File: config.mk
export PLATFORM = sky130hd
export DESIGN_NAME = fifo_wr_ctrl
export DESIGN_NICKNAME = d
export VERILOG_FILES = /design/src/rtl/fifo_pkg.sv /design/src/rtl/gray2bin.sv /design/src/rtl/fifo_wr_ctrl.sv
export SDC_FILE = /design/constraint.sdc
export NUM_CORES = 1
export LEC_CHECK = 0
export BUFFER_PORTS_ARGS = -buffer_cell sky130_fd_sc_hd__buf_2
export CORE_ASPECT_RATIO = 1.2
export CORE_MARGIN = 5
export CORE_UTILIZATION = 37
export DETAILED_ROUTE_END_ITERATION = 8
export PLACE_DENSITY = 0.64
export SYNTH_ARGS = -nofsm -noshare
export SYNTH_HDL_FRONTEND = slang
export SYNTH_HIERARCHICAL = 1
export SYNTH_SLANG_ARGS = --single-unit
File: constraint.sdc
create_clock -name w_clk -period 2.82 [get_ports w_clk]
set_input_delay 0 -clock w_clk [delete_from_list [all_inputs] [get_ports w_clk]]
set_output_delay 0 -clock w_clk [all_outputs]
set_load 0.02 [all_outputs]
File: src/rtl/fifo_pkg.sv
// ---------------------------------------------------------------------------
// fifo_pkg
//
// Shared definitions for both sides of the asynchronous FIFO.
//
// Contents:
//   FIFO_ADDR_WIDTH : default memory address width (depth = 2**FIFO_ADDR_WIDTH)
//   GRAY_MAX_W      : widest pointer the conversion helpers handle
//   gray_word_t     : container type for the conversion helpers
//   bin2gray()      : binary -> Gray. Zero-extended inputs convert correctly,
//                     so one function serves every pointer width.
//   gray2bin()      : Gray -> binary over the low 'width' bits. Bits above
//                     'width' are ignored and return as zero.
// ---------------------------------------------------------------------------
package fifo_pkg;

    localparam int FIFO_ADDR_WIDTH = 4;
    localparam int GRAY_MAX_W      = 32;

    typedef logic [GRAY_MAX_W-1:0] gray_word_t;

    function automatic gray_word_t bin2gray(input gray_word_t bin_val);
        return bin_val ^ (bin_val >> 1);
    endfunction

    // Each binary bit is the XOR of all Gray bits at and above it, counting
    // only the low 'width' bits.
    function automatic gray_word_t gray2bin(input gray_word_t gray_val,
                                            input int         width);
        gray_word_t bin_val;
        logic       acc;
        bin_val = '0;
        acc     = 1'b0;
        for (int i = GRAY_MAX_W - 1; i >= 0; i--) begin
            if (i < width) begin
                acc        = acc ^ gray_val[i];
                bin_val[i] = acc;
            end
        end
        return bin_val;
    endfunction

endpackage

File: src/rtl/gray2bin.sv
// ---------------------------------------------------------------------------
// gray2bin
//
// Purely combinational Gray-to-binary converter. The write side uses it on
// the synchronized read pointer. The read side uses it on the synchronized
// write pointer.
//
// Parameters:
//   WIDTH : pointer width in bits
//
// Ports:
//   gray  in   WIDTH  Gray-coded value
//   bin   out  WIDTH  binary equivalent
// ---------------------------------------------------------------------------
module gray2bin #(
    parameter int WIDTH = 5
) (
    input  logic [WIDTH-1:0] gray,
    output logic [WIDTH-1:0] bin
);

    // Each bin bit is a reduction XOR of the Gray bits from the MSB down to
    // that bit. This form avoids a ripple chain through 'bin' itself, so
    // there is no apparent combinational loop.
    generate
        for (genvar gi = 0; gi < WIDTH; gi++) begin : g_bit
            assign bin[gi] = ^gray[WIDTH-1:gi];
        end
    endgenerate

endmodule

File: src/rtl/fifo_wr_ctrl.sv
// ---------------------------------------------------------------------------
// fifo_wr_ctrl
//
// Write-side pointer and flag controller of the asynchronous FIFO. All logic
// is in the write-clock domain. The block does the following:
//   - accepts write requests and drives the memory write port;
//   - keeps a binary write pointer and publishes its Gray-coded copy;
//   - derives full, almost-full and sticky overflow from the read pointer.
//     That read pointer is already synchronized into this domain outside the
//     block, and this block adds no synchronizer stages.
//
// Optional build macro:
//   FIFO_WR_CTRL_AFULL_EN
//     defined     : the almost-full compare and the wafull register are built.
//     not defined : wafull is tied to 0 and AFULL_THRESH is ignored.
//                   The port list is the same in both builds.
//
// Parameters:
//   ADDR_WIDTH   : memory address width. Pointers are ADDR_WIDTH+1 bits.
//   AFULL_THRESH : occupancy at or above which wafull asserts
//                  (legal range 1..2**ADDR_WIDTH).
//
// Ports:
//   w_clk       in   1             write-domain clock (rising edge)
//   w_rst       in   1             asynchronous active-low reset
//   winc        in   1             write request
//   r_ptr       in   ADDR_WIDTH+1  Gray read pointer, already synchronized
//   wfull       out  1             registered full flag
//   wafull      out  1             registered almost-full flag
//   w_overflow  out  1             sticky: a write was attempted while full
//   wen         out  1             memory write enable (combinational)
//   waddr       out  ADDR_WIDTH    memory write address
//   w_ptr       out  ADDR_WIDTH+1  registered Gray write pointer
//   w_count     out  ADDR_WIDTH+1  occupancy as seen by the write side
// ---------------------------------------------------------------------------
module fifo_wr_ctrl
    import fifo_pkg::*;
#(
    parameter int ADDR_WIDTH   = FIFO_ADDR_WIDTH,
    parameter int AFULL_THRESH = (1 << ADDR_WIDTH) - 2
) (
    input  logic                  w_clk,
    input  logic                  w_rst,
    input  logic                  winc,
    input  logic [ADDR_WIDTH:0]   r_ptr,
    output logic                  wfull,
    output logic                  wafull,
    output logic                  w_overflow,
    output logic                  wen,
    output logic [ADDR_WIDTH-1:0] waddr,
    output logic [ADDR_WIDTH:0]   w_ptr,
    output logic [ADDR_WIDTH:0]   w_count
);

    localparam int PTR_W = ADDR_WIDTH + 1;

    // -----------------------------------------------------------------------
    // State and next-state signals
    // -----------------------------------------------------------------------
    logic [PTR_W-1:0] w_bin_reg;
    logic [PTR_W-1:0] w_bin_next;
    logic [PTR_W-1:0] w_gray_reg;
    logic [PTR_W-1:0] w_gray_next;
    logic             wfull_reg;
    logic             wfull_next;
    logic             overflow_reg;
    logic             overflow_next;

    logic [PTR_W-1:0] r_bin;
    logic [PTR_W-1:0] full_gray;

    // -----------------------------------------------------------------------
    // Read pointer in binary, for the occupancy and almost-full compares
    // -----------------------------------------------------------------------
    gray2bin #(
        .WIDTH (PTR_W)
    ) u_rptr_g2b (
        .gray (r_ptr),
        .bin  (r_bin)
    );

    // -----------------------------------------------------------------------
    // Write acceptance and next-pointer computation
    // -----------------------------------------------------------------------
    // wfull is the registered flag. A request arriving in the cycle where the
    // read pointer first moves off a full FIFO is therefore still dropped.
    // This keeps the flag conservative.
    assign wen = winc & ~wfull_reg;

    assign w_bin_next  = w_bin_reg + PTR_W'(wen);
    assign w_gray_next = PTR_W'(bin2gray(gray_word_t'(w_bin_next)));

    // Full means the write pointer is exactly one lap ahead of the read
    // pointer. In Gray code, that lap differs from the read pointer in the
    // top two bits and matches it in all the others.
    assign full_gray  = {~r_ptr[PTR_W-1:PTR_W-2], r_ptr[PTR_W-3:0]};
    assign wfull_next = (w_gray_next == full_gray);

    assign overflow_next = overflow_reg | (winc & wfull_reg);

    // -----------------------------------------------------------------------
    // Register group: pointers
    // -----------------------------------------------------------------------
    always_ff @(posedge w_clk or negedge w_rst) begin
        if (!w_rst) begin
            w_bin_reg  <= '0;
            w_gray_reg <= '0;
        end else begin
            w_bin_reg  <= w_bin_next;
            w_gray_reg <= w_gray_next;
        end
    end

    // -----------------------------------------------------------------------
    // Register group: full flag
    // -----------------------------------------------------------------------
    always_ff @(posedge w_clk or negedge w_rst) begin
        if (!w_rst) begin
            wfull_reg <= 1'b0;
        end else begin
            wfull_reg <= wfull_next;
        end
    end

    // -----------------------------------------------------------------------
    // Register group: sticky overflow
    // -----------------------------------------------------------------------
    always_ff @(posedge w_clk or negedge w_rst) begin
        if (!w_rst) begin
            overflow_reg <= 1'b0;
        end else begin
            overflow_reg <= overflow_next;
        end
    end

    // -----------------------------------------------------------------------
    // Register group: almost-full (optional)
    // -----------------------------------------------------------------------
`ifdef FIFO_WR_CTRL_AFULL_EN
    localparam logic [PTR_W-1:0] AFULL_LVL = PTR_W'(AFULL_THRESH);

    logic [PTR_W-1:0] occ_next;
    logic             wafull_next;
    logic             wafull_reg;

    // Use the post-write occupancy, so the flag reflects a write on the same
    // edge that accepts it. The subtraction wraps modulo 2**PTR_W. That
    // wrap is correct because the occupancy never exceeds the depth.
    assign occ_next    = w_bin_next - r_bin;
    assign wafull_next = (occ_next >= AFULL_LVL);

    always_ff @(posedge w_clk or negedge w_rst) begin
        if (!w_rst) begin
            wafull_reg <= 1'b0;
        end else begin
            wafull_reg <= wafull_next;
        end
    end

    assign wafull = wafull_reg;
`else
    assign wafull = 1'b0;
`endif

    // -----------------------------------------------------------------------
    // Outputs
    // -----------------------------------------------------------------------
    assign wfull      = wfull_reg;
    assign w_overflow = overflow_reg;
    assign waddr      = w_bin_reg[ADDR_WIDTH-1:0];
    assign w_ptr      = w_gray_reg;
    assign w_count    = w_bin_reg - r_bin;

endmodule

==> flow_summary.json <==
{
  "core-area_um2": 2049,
  "htreeDepth": 1,
  "vias": 619,
  "synthesis.instances": 77,
  "routedWlPerCell_um": 12.39,
  "critPathLaunchType": "register",
  "fin_area_um2": 985.9,
  "start_util": 0.3889,
  "die_w_um": 52.37,
  "critical_path_peak_fanout": 4,
  "n_fill_cell": 201,
  "fmax_ghz": 0.4296,
  "insertion_delay_ns": 0.26,
  "yosysUniqueCellTypes": 27,
  "dp_hpwl_mm": 1.365,
  "cp-startpoint": "wfull",
  "final_hold_viol_count": 0,
  "critPathMostFrequentCell": "ha_1",
  "hp-class": "primary input to async pin",
  "wirelength_mm": 1.672,
  "area_growth_pct": 23.70,
  "die_y_um": 60.84,
  "critPathMaxStageDelay_ns": 0.40,
  "worstPathCellList": "nor2b_1, ha_1, ha_1, and4b_1, o21a_1, or3_1, a211o_1, a22oi_2",
  "yosysSeqAreaShare": 0.3454,
  "grt_pass1_wl_mm": 2.732,
  "ys_async_sr_fraction": 1.000,
  "cts_root_buf": "clkbuf_4",
  "power_per_cell_area_nw_per_um2": 1339,
  "synth.net_count": 93,
  "diodes": 0,
  "setup_viol": 0,
  "crit_arrival_ns": 2.51,
  "fin_nets": 122,
  "crit_type": "register to register",
  "synth-edff-count": 0,
  "dieArea_um2": 3186,
  "endpoint_kind": "register",
  "num_rows": 18,
  "drc": 0,
  "leakagePower_nw": 0.5013,
  "drt-initial-drc-count": 4,
  "status": "completed",
  "grt_usage": 0.1182,
  "clock_path_buffers": 2,
  "final.setup_skew_ns": 0.0006254,
  "critPathSlowestCell": "dfrtp_1",
  "syn_avg_cell_area_um2": 10.35,
  "post_cts_buffers": 0,
  "ys_ff_latch": 11,
  "drv_cap": 0,
  "cts_sinks": 11,
  "grt_overflow": 0,
  "min_period_ns": 2.328,
  "grt_pass1_vias": 637,
  "worst_ep_required_time_ns": 3.00,
  "ios": 26,
  "tns_ns": 0,
  "cts_tree": "done",
  "firstDrtPassIters": 4,
  "rsz0062_at_grt": "no",
  "slew_viol_final": 0,
  "path_buf_inv": 0,
  "ctsResizeCount": 0,
  "synth_ff_type": "dfrtp_1",
  "antenna_found_initial": 0,
  "placed_cell_area_um2": 939.7,
  "worstReg2RegStart": "wfull",
  "ant_nets": 0,
  "synth_common_cells": "dfrtp_1 (11), xnor2_1 (11), inv_1 (10)",
  "synth_warnings": 6,
  "clk_pin_slew_ns": 0.06,
  "gp_congestion": 0.8051,
  "io_buffers": 24,
  "layout-drive-gt1-share": 0.2857,
  "ir_worst_vdd_mv": 0.6245,
  "synth_top_area_frac": 0.3454,
  "cts_hold_buf": 2,
  "grt_start_max_net_pins": 12,
  "yosysTopAreaCell": "dfrtp_1",
  "netlist_area_um2": 797.0,
  "viasPerCell": 4.585,
  "cts_buffers": 3,
  "finalCritPeriodShare": 0.8255,
  "largest_reg_flops": 5,
  "synth_area_leaders": "dfrtp_1 (35%), xnor2_1 (12%), ha_1 (11%), xor2_1 (5.5%), inv_1 (4.7%)",
  "crit_family": "simple AND/OR/NAND/NOR gates"
}
-- layer usage --
layer,routed length (um),track usage
met2,927,0.2181
met3,89,0.04177
met1,608,0.1172
met4,46,0.05474
met5,0,0
-- power by group --
part / switching (mW) / total (mW) / internal [mW]
registers: 0.0800 / 0.321 / 0.241
logic: 0.537 / 0.896 / 0.359
clock network: 0.0487 / 0.103 / 0.0548
total: 0.666 / 1.32 / 0.655
-- placed cells by master (no fill, tap or decap), types with 2 or more instances in the layout --
| cell | netlist | final |
|---|---|---|
| nor2_1 | 2 | 2 |
| a21oi_1 | 3 | 3 |
| inv_1 | 10 | 10 |
| xor2_2 | 2 | 2 |
| a21o_1 | 3 | 3 |
| nand3_1 | 3 | 3 |
| dlygate4sd3_1 | 0 | 2 |
| xor2_1 | 5 | 5 |
| or3_1 | 2 | 2 |
| ha_1 | 7 | 7 |
| buf_2 | 0 | 24 |
| dfrtp_1 | 11 | 11 |
| clkbuf_4 | 0 | 3 |
| nand2_1 | 2 | 2 |
| xnor2_1 | 11 | 11 |
-- worst reg2reg max path: cells and delay by family, from the launching register on --
kind,cells,cell delay [ns]
compound gates,3,0.69
fa+ha+maj,2,0.41
simple gates,3,0.74
flops,1,0.40
-- layout make-up --
type	count	area (um^2)	share of cell area
clock buffer	4	26.28	0.02665
inverter	10	37.54	0.03807
multi-input combinational	54	469.2	0.4759
sequential	11	275.3	0.2792
tap	30	37.54	0.03807
timing repair buffer	26	140.1	0.1421
-- per-stage QoR --
step             util  setup slack, ns  hold slack (ns)  instances  power [mW]
2_1_floorplan       -           0.3086          -0.2956         77      0.9693
3_3_place_gp   0.4585           0.6551          -0.1270        129       1.209
3_5_place_dp   0.4585           0.4882          -0.1203        129       1.231
4_1_cts        0.4811           0.4741           0.1211        135       1.342
5_1_grt        0.4811           0.3484           0.1463        135       1.439
6_report       0.4811           0.4922           0.1334        135       1.321
-- worst paths after layout --
kind | endpoint | slack [ns] | cells after the start
min | w_ptr[1] | 0.13 | 2
max | wfull | 0.49 | 8
max reg2reg | wfull | 0.49 | 8
min in group w_clk | wfull | 0.16 | 4
max in group asynchronous | w_bin_reg[0] | 2.50 | 2
min reg2reg | w_overflow | 0.46 | 1
-- cell families after synthesis --
| logic type | after synthesis | share of synthesized area |
|---|---|---|
| xor+xnor | 19 | 0.2449 |
| flops | 11 | 0.3454 |
| fa+ha+maj | 8 | 0.1350 |
| compound gates | 13 | 0.1146 |
| other cells | 1 | 0.004705 |
| buf+inv | 12 | 0.06593 |
| simple gates | 13 | 0.08950 |
(Power assumes the default switching activity.)
